[config.mk]
export PLATFORM = sky130hd
export DESIGN_NAME = nw_job_scheduler
export DESIGN_NICKNAME = d
export VERILOG_FILES = /design/src/rtl/nw_job_scheduler.sv
export SDC_FILE = /design/constraint.sdc
export NUM_CORES = 1
export LEC_CHECK = 0
export CORE_ASPECT_RATIO = 1.75
export CORE_UTILIZATION = 43
export CTS_BUF_LIST = sky130_fd_sc_hd__clkbuf_8
export DETAILED_ROUTE_END_ITERATION = 12
export PLACE_DENSITY = 0.93
export SYNTH_ARGS = -nofsm -noshare
export SYNTH_HDL_FRONTEND = slang
export SYNTH_SLANG_ARGS = --single-unit
[constraint.sdc]
create_clock -name clk -period 5.1 [get_ports clk]
set_input_delay 1.02 -clock clk [delete_from_list [all_inputs] [get_ports clk]]
set_output_delay 1.02 -clock clk [all_outputs]
set_load 0.02 [all_outputs]
[src/rtl/nw_job_scheduler.sv]
// rtl/nw_job_scheduler.sv - round-robin job scheduler sharing one alignment grid between NREQ requesters
// Optional feature macro: NW_SCHED_STATS_EN adds stat_jobs, stat_timeouts and stat_last_cycles outputs.
module nw_job_scheduler #(
    parameter int LENGTH       = 10,
    parameter int CWIDTH       = 2,
    parameter int SWIDTH       = 16,
    parameter int NREQ         = 4,
    parameter int IDW          = 2,
    parameter int CLEAR_CYCLES = 2,
    parameter int MAX_CYCLES   = 64
) (
    input  logic                            clk,
    input  logic                            reset,
    input  logic [NREQ-1:0]                 req_valid,
    output logic [NREQ-1:0]                 req_ready,
    input  logic [NREQ*LENGTH*CWIDTH-1:0]   req_s1,
    input  logic [NREQ*LENGTH*CWIDTH-1:0]   req_s2,
    output logic                            rsp_valid,
    input  logic                            rsp_ready,
    output logic [IDW-1:0]                  rsp_id,
    output logic signed [SWIDTH-1:0]        rsp_score,
    output logic                            rsp_timeout,
    output logic                            grid_reset,
    output logic [LENGTH*CWIDTH-1:0]        grid_s1,
    output logic [LENGTH*CWIDTH-1:0]        grid_s2,
    input  logic signed [SWIDTH-1:0]        grid_score,
    input  logic                            grid_valid,
    output logic                            busy
`ifdef NW_SCHED_STATS_EN
    ,
    output logic [15:0]                     stat_jobs,
    output logic [7:0]                      stat_timeouts,
    output logic [7:0]                      stat_last_cycles
`endif
);

    localparam int SW  = LENGTH * CWIDTH;
    localparam int TOW = 8;

    typedef enum logic [1:0] {S_IDLE, S_CLEAR, S_RUN, S_RESP} state_t;

    state_t                   r_state;
    logic [IDW-1:0]           r_rr;
    logic [TOW-1:0]           r_cnt;
    logic                     r_grid_reset;
    logic [SW-1:0]            r_grid_s1;
    logic [SW-1:0]            r_grid_s2;
    logic                     r_rsp_valid;
    logic [IDW-1:0]           r_rsp_id;
    logic signed [SWIDTH-1:0] r_rsp_score;
    logic                     r_rsp_timeout;

    logic                     w_found;
    logic [IDW-1:0]           w_gid;
    logic [IDW-1:0]           w_rr_next;
    logic [NREQ-1:0]          w_req_ready;
    int                       w_idx;

`ifdef NW_SCHED_STATS_EN
    logic [TOW-1:0]           r_run_cycles;
    logic [15:0]              r_stat_jobs;
    logic [7:0]               r_stat_timeouts;
    logic [TOW-1:0]           r_stat_last_cycles;
`endif

    // Round-robin search: first requesting index at or above the pointer, wrapping around.
    always_comb begin
        w_found = 1'b0;
        w_gid   = '0;
        w_idx   = 0;
        for (int k = 0; k < NREQ; k++) begin
            w_idx = int'(r_rr) + k;
            if (w_idx >= NREQ) begin
                w_idx = w_idx - NREQ;
            end
            if (!w_found && req_valid[w_idx]) begin
                w_found = 1'b1;
                w_gid   = IDW'(w_idx);
            end
        end
    end

    assign w_rr_next   = (w_gid == IDW'(NREQ - 1)) ? '0 : w_gid + 1'b1;
    // Grant is only offered while idle, so a response handshake cycle never accepts a job.
    assign w_req_ready = (r_state == S_IDLE && w_found) ? (NREQ'(1) << w_gid) : '0;

    assign req_ready   = w_req_ready;
    assign rsp_valid   = r_rsp_valid;
    assign rsp_id      = r_rsp_id;
    assign rsp_score   = r_rsp_score;
    assign rsp_timeout = r_rsp_timeout;
    assign grid_reset  = r_grid_reset;
    assign grid_s1     = r_grid_s1;
    assign grid_s2     = r_grid_s2;
    assign busy        = (r_state != S_IDLE);

`ifdef NW_SCHED_STATS_EN
    assign stat_jobs        = r_stat_jobs;
    assign stat_timeouts    = r_stat_timeouts;
    assign stat_last_cycles = r_stat_last_cycles;
`endif

    // Job sequencer: accept, hold the grid in reset, run it to completion or timeout, then hand back the result.
    always_ff @(posedge clk) begin
        if (!reset) begin
            r_state       <= S_IDLE;
            r_rr          <= '0;
            r_cnt         <= '0;
            r_grid_reset  <= 1'b1;
            r_grid_s1     <= '0;
            r_grid_s2     <= '0;
            r_rsp_valid   <= 1'b0;
            r_rsp_id      <= '0;
            r_rsp_score   <= '0;
            r_rsp_timeout <= 1'b0;
`ifdef NW_SCHED_STATS_EN
            r_run_cycles       <= '0;
            r_stat_jobs        <= '0;
            r_stat_timeouts    <= '0;
            r_stat_last_cycles <= '0;
`endif
        end else begin
            case (r_state)
                S_IDLE: begin
                    r_grid_reset <= 1'b1;
                    if (w_found) begin
                        r_grid_s1 <= req_s1[int'(w_gid) * SW +: SW];
                        r_grid_s2 <= req_s2[int'(w_gid) * SW +: SW];
                        r_rsp_id  <= w_gid;
                        r_rr      <= w_rr_next;
                        r_cnt     <= '0;
                        r_state   <= S_CLEAR;
                    end
                end
                S_CLEAR: begin
                    if (r_cnt == TOW'(CLEAR_CYCLES - 1)) begin
                        r_cnt        <= '0;
                        r_grid_reset <= 1'b0;
                        r_state      <= S_RUN;
                    end else begin
                        r_cnt <= r_cnt + 1'b1;
                    end
                end
                S_RUN: begin
                    r_cnt <= r_cnt + 1'b1;
                    // A valid arriving on the last allowed cycle still counts as a real result.
                    if (grid_valid || r_cnt == TOW'(MAX_CYCLES - 1)) begin
                        r_rsp_score   <= grid_valid ? grid_score : '0;
                        r_rsp_timeout <= !grid_valid;
                        r_rsp_valid   <= 1'b1;
                        r_grid_reset  <= 1'b1;
                        r_state       <= S_RESP;
`ifdef NW_SCHED_STATS_EN
                        r_run_cycles  <= r_cnt + 1'b1;
`endif
                    end
                end
                S_RESP: begin
                    if (rsp_ready) begin
                        r_rsp_valid <= 1'b0;
                        r_state     <= S_IDLE;
`ifdef NW_SCHED_STATS_EN
                        r_stat_jobs        <= r_stat_jobs + 16'd1;
                        r_stat_last_cycles <= r_run_cycles;
                        if (r_rsp_timeout && r_stat_timeouts != 8'hFF) begin
                            r_stat_timeouts <= r_stat_timeouts + 8'd1;
                        end
`endif
                    end
                end
                default: begin
                    r_state <= S_IDLE;
                end
            endcase
        end
    end

endmodule

# Word level (Yosys, flattened, before mapping)
# Index checks and enable logic that the tools add are counted.
[totals]
regBits = 73
in_bits = 184
out_inout_bits = 66
word_cells = 100
[op_classes]
add_sub_neg = 9
n_mul = 1
order_cmp = 8
n_eq_ne = 10
shifts = 3
n_mux = 40
reduce_logical = 19
[ops]
columns = ["op", "count"]
rows = [
  ["32-bit by 4-bit less-than comparator with 1-bit output (second input constant)", 4],
  ["32-bit 2-to-1 mux", 4],
  ["80-bit by 32-bit indexed part select with 20-bit output", 1],
  ["80-bit by 8-bit indexed part select with 20-bit output", 1],
  ["8-bit one-hot mux with 3 select lines", 1],
  ["2-bit 2-to-1 mux", 9],
  ["16-bit 2-to-1 mux", 1],
  ["8-bit 2-to-1 mux", 2],
  ["1-bit 2-to-1 mux", 15],
  ["3-bit by 3-bit subtractor with 4-bit output (second input constant)", 3],
  ["3-bit greater-or-equal comparator (second input constant)", 3],
  ["8-bit by 1-bit adder with 8-bit output (second input constant)", 1],
  ["1-bit binary-select mux with 2-bit select", 4],
  ["8-bit by 1-bit equality test with 1-bit output (second input constant)", 1],
  ["8-bit by 6-bit equality test with 1-bit output (second input constant)", 1],
  ["2-bit != test (second input constant)", 4],
  ["2-bit one-hot mux with 4 select lines", 1],
  ["2-bit by 2-bit adder with 3-bit output (second input constant)", 2],
  ["2-bit equality test (second input constant)", 3],
  ["2-bit AND reduction", 3],
  ["3-bit AND reduction", 2],
  ["2-bit by 3-bit multiplier with 5-bit output (second input constant)", 1],
  ["1-bit logical AND", 4],
  ["1-bit logical NOT", 4],
  ["other kinds (14)", 15],
]

# Longest topological paths before layout
# Gate-level depths: netlist of run 1.
[logic_depth]
word_depth = 17
depth_mapped = 8
mapped_depth_nobuf = 7

# Least setup slack after synthesis of run 1
# Ideal clock, no wire load.
[synth_path]
kind = "input -> output"
from = "in req_valid[2]"
to = "out req_ready[0]"
arrival_time_ps = 2178
slack_ps = 1902
path_stages = 5
path_cell_list = "nor2b_1 -> a221o_1 -> a21o_4 -> buf_12 -> nor2_1"
[synth_via]
elab_chain_len = 15
word_cells_on_any_way = 29
[synth_rtl]
columns = ["element", "line_no", "source"]
rows = [
  ["from (decl)", "14", "input logic [NREQ-1:0] req_valid,"],
  ["1-bit binary-select mux with 2-bit select", "76", "if (!w_found && req_valid[w_idx]) begin"],
  ["1-bit 2-to-1 mux (implied by the code) (2 in series)", "76", ""],
  ["1-bit 2-to-1 mux", "76", ""],
  ["1-bit logical NOT", "76", ""],
  ["1-bit logical AND", "76", ""],
  ["1-bit 2-to-1 mux", "76", ""],
  ["1-bit logical NOT", "76", ""],
  ["1-bit logical AND", "76", ""],
  ["1-bit 2-to-1 mux", "76", ""],
  ["1-bit logical NOT", "76", ""],
  ["1-bit logical AND", "76", ""],
  ["2-bit 2-to-1 mux or 1-bit 2-to-1 mux (tied branches)", "76", ""],
  ["1-bit by 2-bit left shift with 4-bit output or 1-bit logical AND (tied branches)", "85", "assign w_req_ready = (r_state == S_IDLE && w_found) ? (NREQ'(1) << w_gid) : '0;"],
  ["4-bit 2-to-1 mux (*)", "85", ""],
  ["to (decl)", "15", "output logic [NREQ-1:0] req_ready,"],
]
# Every way passes the cells marked *; elsewhere a longest branch is shown, timed or not. The select of a mux whose other input is x is not followed.

# Final worst setup path of run 1
[layout_path]
from = "in req_valid[0]"
to = "out req_ready[2]"
# The elaborated chain is that of the path after synthesis.

==> qor.yml, run 1 <==
synth:
  syn_area_mm2: 0.00444
  ys.warnings.count: 0
  synth_area_leaders: "dfxtp_1, a211oi_2, and3_1"
  synth_most_common_cell: "a211oi_2"
  synth_largest_area_cell: "dfxtp_1"
  synth_cell_types: 45
  netlist_instances: 491
  synth_seq_cells: 73
  synth_edf_count: 0
  yosys-top-cells-count: "a211oi_2, dfxtp_1, nand2_1"
  synth_area_per_cell_um2: 9.04
  ys.flop_type: "dfxtp_1"
  syn_nets: 683
  yosysTopAreaCellShare_pct: 32.9
  ys_async_sr_fraction_pct: 0
  ys_seq_area_share_pct: 32.9
sta:
  fin_worst_skew_ps: 8.75
  fmax_mhz: 223
  fin_crit_ps: 4480
  slew_headroom_pct: 30.8
  rsz0062_at_grt: "false"
  hold_viol: 0
  setup_tns_ps: 0
  tightest_slew_ps: 1040
  setup_violations: 0
  finalCritPeriodShare_pct: 87.9
  report.final.slew_viol_count: 0
global_routing:
  grt_usage_pct: 28.5
  antenna_found_initial: 0
  grt_max_degree: 81
  overflow: 0
  grt_pass1_wl_mm: 23.7
  grt_pass1_vias: 5039
flow_run:
  drv_cap: 0
detailed_routing:
  vias: 4835
  wl_per_cell_um: 18.2
  routed-wl-met3_mm: 1.04
  wl_met2_mm: 8.05
  m1WireLength_mm: 5.41
  drtIter0Drc: 210
  totalWireLength_mm: 15.3
  top_layer_used: "met4"
  ant_nets: 0
  routed_via_density: 5.74
  drc: 0
  detail_route.first_pass.iterations: 5
clock_tree:
  clockRootBuffer: "clkbuf_8"
  holdBufCountCts: 0
  cts_tree: "yes"
  clock_latency_ps: 360
  post_cts_buffers: 0
  path_clk_slew_ps: 70
  cts_resized: 0
  numCtsBuffers: 9
  clockBufferDepth: 2
  h-tree-depth: 3
  clkSinkCount: 73
final_layout:
  final_area_mm2: 0.00706
  fin_nets: 905
  num_antenna_cells: 0
  areaGrowthSynthToFinish_pct: 59.0
  final_layout_size_suffix_gt1_share_pct: 15.5
worst_setup_path:
  ff2ff_setup_slack_ps: 2440
  required_ps: 4080
  timing.rr.start: "r_state[1]"
  critPathLaunch: "req_valid[0]"
  critPathLaunchType: "primary input"
  cpPeakStageDelay_ps: 780
  worstPathArrival_ps: 3460
  end_kind: "output pin"
  crit_end: "req_ready[2]"
  critPathKind: "primary input to output pin"
  crit_top_cell: "clkdlybuf4s50_1"
  path_cells: "clkdlybuf4s50_1 > nor4_4 > nor2_4 > nand3_2 > nor2_1 > clkdlybuf4s50_1"
  rr_endpoint: "grid_s2[0]"
  cp_slowest_cell: "nor2_4"
  path_max_fanout: 46
  worstRegToRegCells: 8
status:
  run_status: "finished, final reports clean"
placement:
  place_area_mm2: 0.00687
  gp_congestion: 0.850
  dp_hpwl_mm: 11.1
  numPortBuffers: 249
floorplanning:
  start_util_pct: 44.5
  rows: 48
  die_w_um: 78.8
  coreArea_mm2: 0.00997
  ioPinCount: 250
  die_area_mm2: 0.0108
  dieHeight_um: 136
power_and_ir_drop:
  ir_drop_uv: 277
  power.leakage_nw: 2.61
  powerDensity_mw_per_mm2: 490
hold_path:
  hold_class: "flip-flop to flip-flop"
==> sequential cells by signal, summed over array words and instances (netlist names) <==
name / flops
grid_reset: 1
grid_s1: 20
grid_s2: 20
r_cnt: 8
r_rr: 2
r_state: 2
rsp_id: 2
rsp_score: 16
rsp_timeout: 1
rsp_valid: 1
==> cell families (layout without fill, tap and decap cells) <==
logic type      Yosys count  after routing  synth area share [%]
fa+ha+maj                 8              8                  2.25
simple gates            142            142                  17.0
xor+xnor                  7              7                  1.38
mux                       2              2                 0.451
flops                    73             73                  32.9
buf+inv                  54            280                  6.85
compound gates          205            205                  39.2
==> worst max-delay path, delay by kind of cell <==
| family | cells | cell delay, ps |
|---|---|---|
| buffers and inverters | 2 | 1250 |
| and+or+nand+nor | 4 | 1170 |
==> per-layer routing <==
layer | up-vias | GRT usage (%)
met1 | 2274 | 27.7
met3 | 62 | 6.58
li1 | 2247 | -
met4 | 0 | 19.1
met2 | 252 | 52.4
met5 | - | 0
==> where the power goes <==
part / internal, mW / switching (mW) / total (mW)
Combinational: 0.902 / 1.20 / 2.10
Clock: 0.236 / 0.220 / 0.455
Sequential: 0.778 / 0.128 / 0.907
==> cells in the final DEF (no fill, tap or decap), types with 2 or more instances in the layout <==
| cell | instances |
|---|---|
| dfxtp_1 | 73 |
| nand2b_1 | 4 |
| clkinv_2 | 2 |
| a211oi_2 | 80 |
| ha_1 | 8 |
| a22oi_1 | 16 |
| a21oi_1 | 42 |
| o21ai_0 | 46 |
| and3_1 | 41 |
| nand2_1 | 51 |
| nand4_1 | 2 |
| a21o_1 | 3 |
| nand3_1 | 4 |
| xor2_1 | 5 |
| xnor2_1 | 2 |
| a21boi_0 | 4 |
| clkdlybuf4s50_1 | 248 |
| mux2i_1 | 2 |
| clkbuf_8 | 10 |
| buf_4 | 6 |
| nor2_1 | 12 |
| and2_1 | 4 |
| nor2b_1 | 17 |
| a211oi_1 | 3 |
| inv_1 | 10 |
==> worst min-delay path by stage <==
stage,from,endpoint,slack (ps),cells past startpoint
after floorplan,r_cnt[7],r_cnt[7],480,2
after global placement,rsp_timeout,rsp_timeout,440,2
after detailed placement,rsp_timeout,rsp_timeout,450,2
after CTS,rsp_timeout,rsp_timeout,460,2
after global routing,rsp_timeout,rsp_timeout,510,2
final,rsp_timeout,rsp_timeout,460,2
==> metrics by stage <==
stage | power, mW | hold WS [ps] | utilization (%) | setup slack, ps | cells
2_1_floorplan | 2.27 | 480 | - | 1900 | 491
4_1_cts | 3.47 | 462 | 70.8 | 636 | 842
3_3_place_gp | 2.94 | 437 | 68.9 | 690 | 827
5_1_grt | 3.65 | 506 | 70.8 | 443 | 842
6_report | 3.46 | 460 | 70.8 | 619 | 842
3_5_place_dp | 3.00 | 451 | 68.9 | 653 | 827
==> layout make-up <==
cell class | instances | area, um2
fillers | 761 | 2910
multi-input cells | 364 | 2680
repair buffers | 255 | 2530
flip-flops and latches | 73 | 1460
well taps | 125 | 156
clock buffers | 10 | 138
clock inverters | 5 | 56.3
inverters | 10 | 37.5
Power figures use the tool's default switching activity.
==> run 2, diff against run 1 <==
Settings changed: CORE_MARGIN from default to 1.
==> results of run 2 <==
Same layout as run 1: the final DEF is identical, and so are final timing and power.
==> run 3, diff against run 2 <==
Settings changed: CORE_UTILIZATION 43 to 42, CTS_BUF_LIST sky130_fd_sc_hd__clkbuf_8 to sky130_fd_sc_hd__clkbuf_16, PLACE_DENSITY 0.93 to 0.91.
==> qor.yml, run 3 (same netlist as run 1, synthesis figures left out) <==
global_routing:
  antenna_found_initial: 0  # unchanged
  grt_pass1_vias: 5020  # -0.38%
  grt_usage_pct: 28.3  # -0.16 points
  overflow: 0  # unchanged
  grt_max_degree: 81  # unchanged
  grt_pass1_wl_mm: 24.5  # +3.4%
floorplanning:
  start_util_pct: 43.1  # -1.4 points
  ioPinCount: 250  # unchanged
  coreArea_mm2: 0.0103  # +3.3%
  die_w_um: 79.7  # +1.1%
  die_area_mm2: 0.0110  # +2.3%
  rows: 49  # +2.1%
  dieHeight_um: 138  # +1.2%
final_layout:
  final_area_mm2: 0.00721  # +2.0%
  final_core_util_pct: 70.0  # -0.87 points
  final_common_cell: "clkdlybuf4s50_1"
  most-common-layout-cells: "clkdlybuf4s50_1, a211oi_2, dfxtp_1"
  areaGrowthSynthToFinish_pct: 62.3
  num_antenna_cells: 0  # unchanged
  n_fill_cell: 765  # +0.53%
  fin_nets: 906  # +0.11%
  final_layout_size_suffix_gt1_share_pct: 15.7  # +0.24 points
sta:
  setup_violations: 0  # unchanged
  report.final.slew_viol_count: 0  # unchanged
  finalCritPeriodShare_pct: 84.0  # -3.8 points
  slew_headroom_pct: 27.9  # -2.9 points
  hold_viol: 0  # unchanged
  fmax_mhz: 233  # +4.6%
  fin_worst_skew_ps: 8.51  # -0.241 ps
  fin_crit_ps: 4290  # -195 ps
  rsz0062_at_grt: "false"
  tightest_slew_ps: 1080  # +44.1 ps
  setup_tns_ps: 0  # unchanged
clock_tree:
  clockRootBuffer: "clkbuf_16"
  clock_latency_ps: 330  # -30 ps
  clockBufferDepth: 2  # unchanged
  post_cts_buffers: 0  # unchanged
  path_clk_slew_ps: 60  # about the same
  cts_resized: 0  # unchanged
  numCtsBuffers: 9  # unchanged
  h-tree-depth: 3  # unchanged
  cts_tree: "yes"
  clkSinkCount: 73  # unchanged
  holdBufCountCts: 0  # unchanged
worst_setup_path:
  crit_buf_inv: 4  # +2
  critPathKind: "primary input to output pin"
  cpPeakStageDelay_ps: 630  # -150 ps
  cp_slowest_cell: "clkdlybuf4s50_1"
  end_kind: "output pin"
  critPathLaunchType: "primary input"
  worstPathArrival_ps: 3270  # -190 ps
  crit_top_cell: "clkdlybuf4s50_1"
  required_ps: 4080  # about the same
  path_max_fanout: 41  # -11%
  crit_family: "buffers and inverters"
  path_cells: "clkdlybuf4s50_1 > mux2i_1 > o22a_2 > buf_4 > nand2_4 > inv_1 > ha_1 > and2_1 > clkdlybuf4s50_1"
power_and_ir_drop:
  power.leakage_nw: 2.67  # +2.4%
  powerDensity_mw_per_mm2: 513  # +4.7%
  total_power_mw: 3.70  # +6.8%
  ir_drop_uv: 368  # +33%
placement:
  numPortBuffers: 249  # unchanged
  gp_congestion: 0.858  # +0.96%
  place_area_mm2: 0.00688  # +0.15%
  dp_hpwl_mm: 11.1  # +0.68%
detailed_routing:
  vias: 4806  # -0.60%
  wl_per_cell_um: 18.3  # +0.61%
  drc: 0  # unchanged
  drtIter0Drc: 260  # +24%
  detail_route.first_pass.iterations: 5  # unchanged
  ant_nets: 0  # unchanged
  routed_via_density: 5.68  # -1.1%
  totalWireLength_mm: 15.5  # +1.1%
hold_path:
  hold_class: "flip-flop to flip-flop"
flow_run:
  drv_cap: 0  # unchanged
status:
  run_status: "finished, final reports clean"
[run 3: layer usage]
metal | wire length (um) | vias to the layer above | part of all wire [%] | global-route usage (%)
met2 | 8140 | 239 | 53 | 50.3
met1 | 5630 | 2268 | 36 | 30.8
met3 | 1020 | 51 | 6.6 | 5.74
met5 | 0 | - | 0 | 0
li1 | - | 2248 | - | -
met4 | 683 | 0 | 4.4 | 14.4
[run 3: power breakdown]
part / internal, mW / switching, mW / total (mW)
logic: 0.906 / 1.19 / 2.10
registers: 0.779 / 0.127 / 0.906
clock network: 0.433 / 0.264 / 0.697
total: 2.12 / 1.58 / 3.70
[run 3: final cells by class]
type	count	area, um2	share of cell area (%)
Sequential cell	73	1460	20.3
Tap cell	127	159	2.21
Multi-Input combinational cell	364	2680	37.2
Clock inverter	7	103	1.42
Inverter	10	37.5	0.521
Timing Repair Buffer	256	2540	35.2
Clock buffer	9	225	3.13
[run 3: final timing paths]
kind,from,to,slack (ps),depth (start not counted)
min,rsp_timeout,rsp_timeout,450,2
max,req_valid[2],req_ready[3],810,9
max reg2reg,r_rr[1],grid_s1[19],2700,7
min reg2reg,rsp_timeout,rsp_timeout,450,2
[run 3: per-stage QoR]
stage,worst slack [ps],hold WS (ps),instances
floorplan,1900,480,491
global placement,884,433,830
detailed placement,835,443,830
CTS,835,452,846
global route,678,477,846
finish,814,447,846
[run 3: worst register-to-register path, cell delays in order (launching register included)]
cell      delay [ps]
dfxtp_1          410
nand2_1          110
o22a_2           240
buf_4            260
nand2_4          100
buf_4            780
nand2_1          210
a211oi_2         220
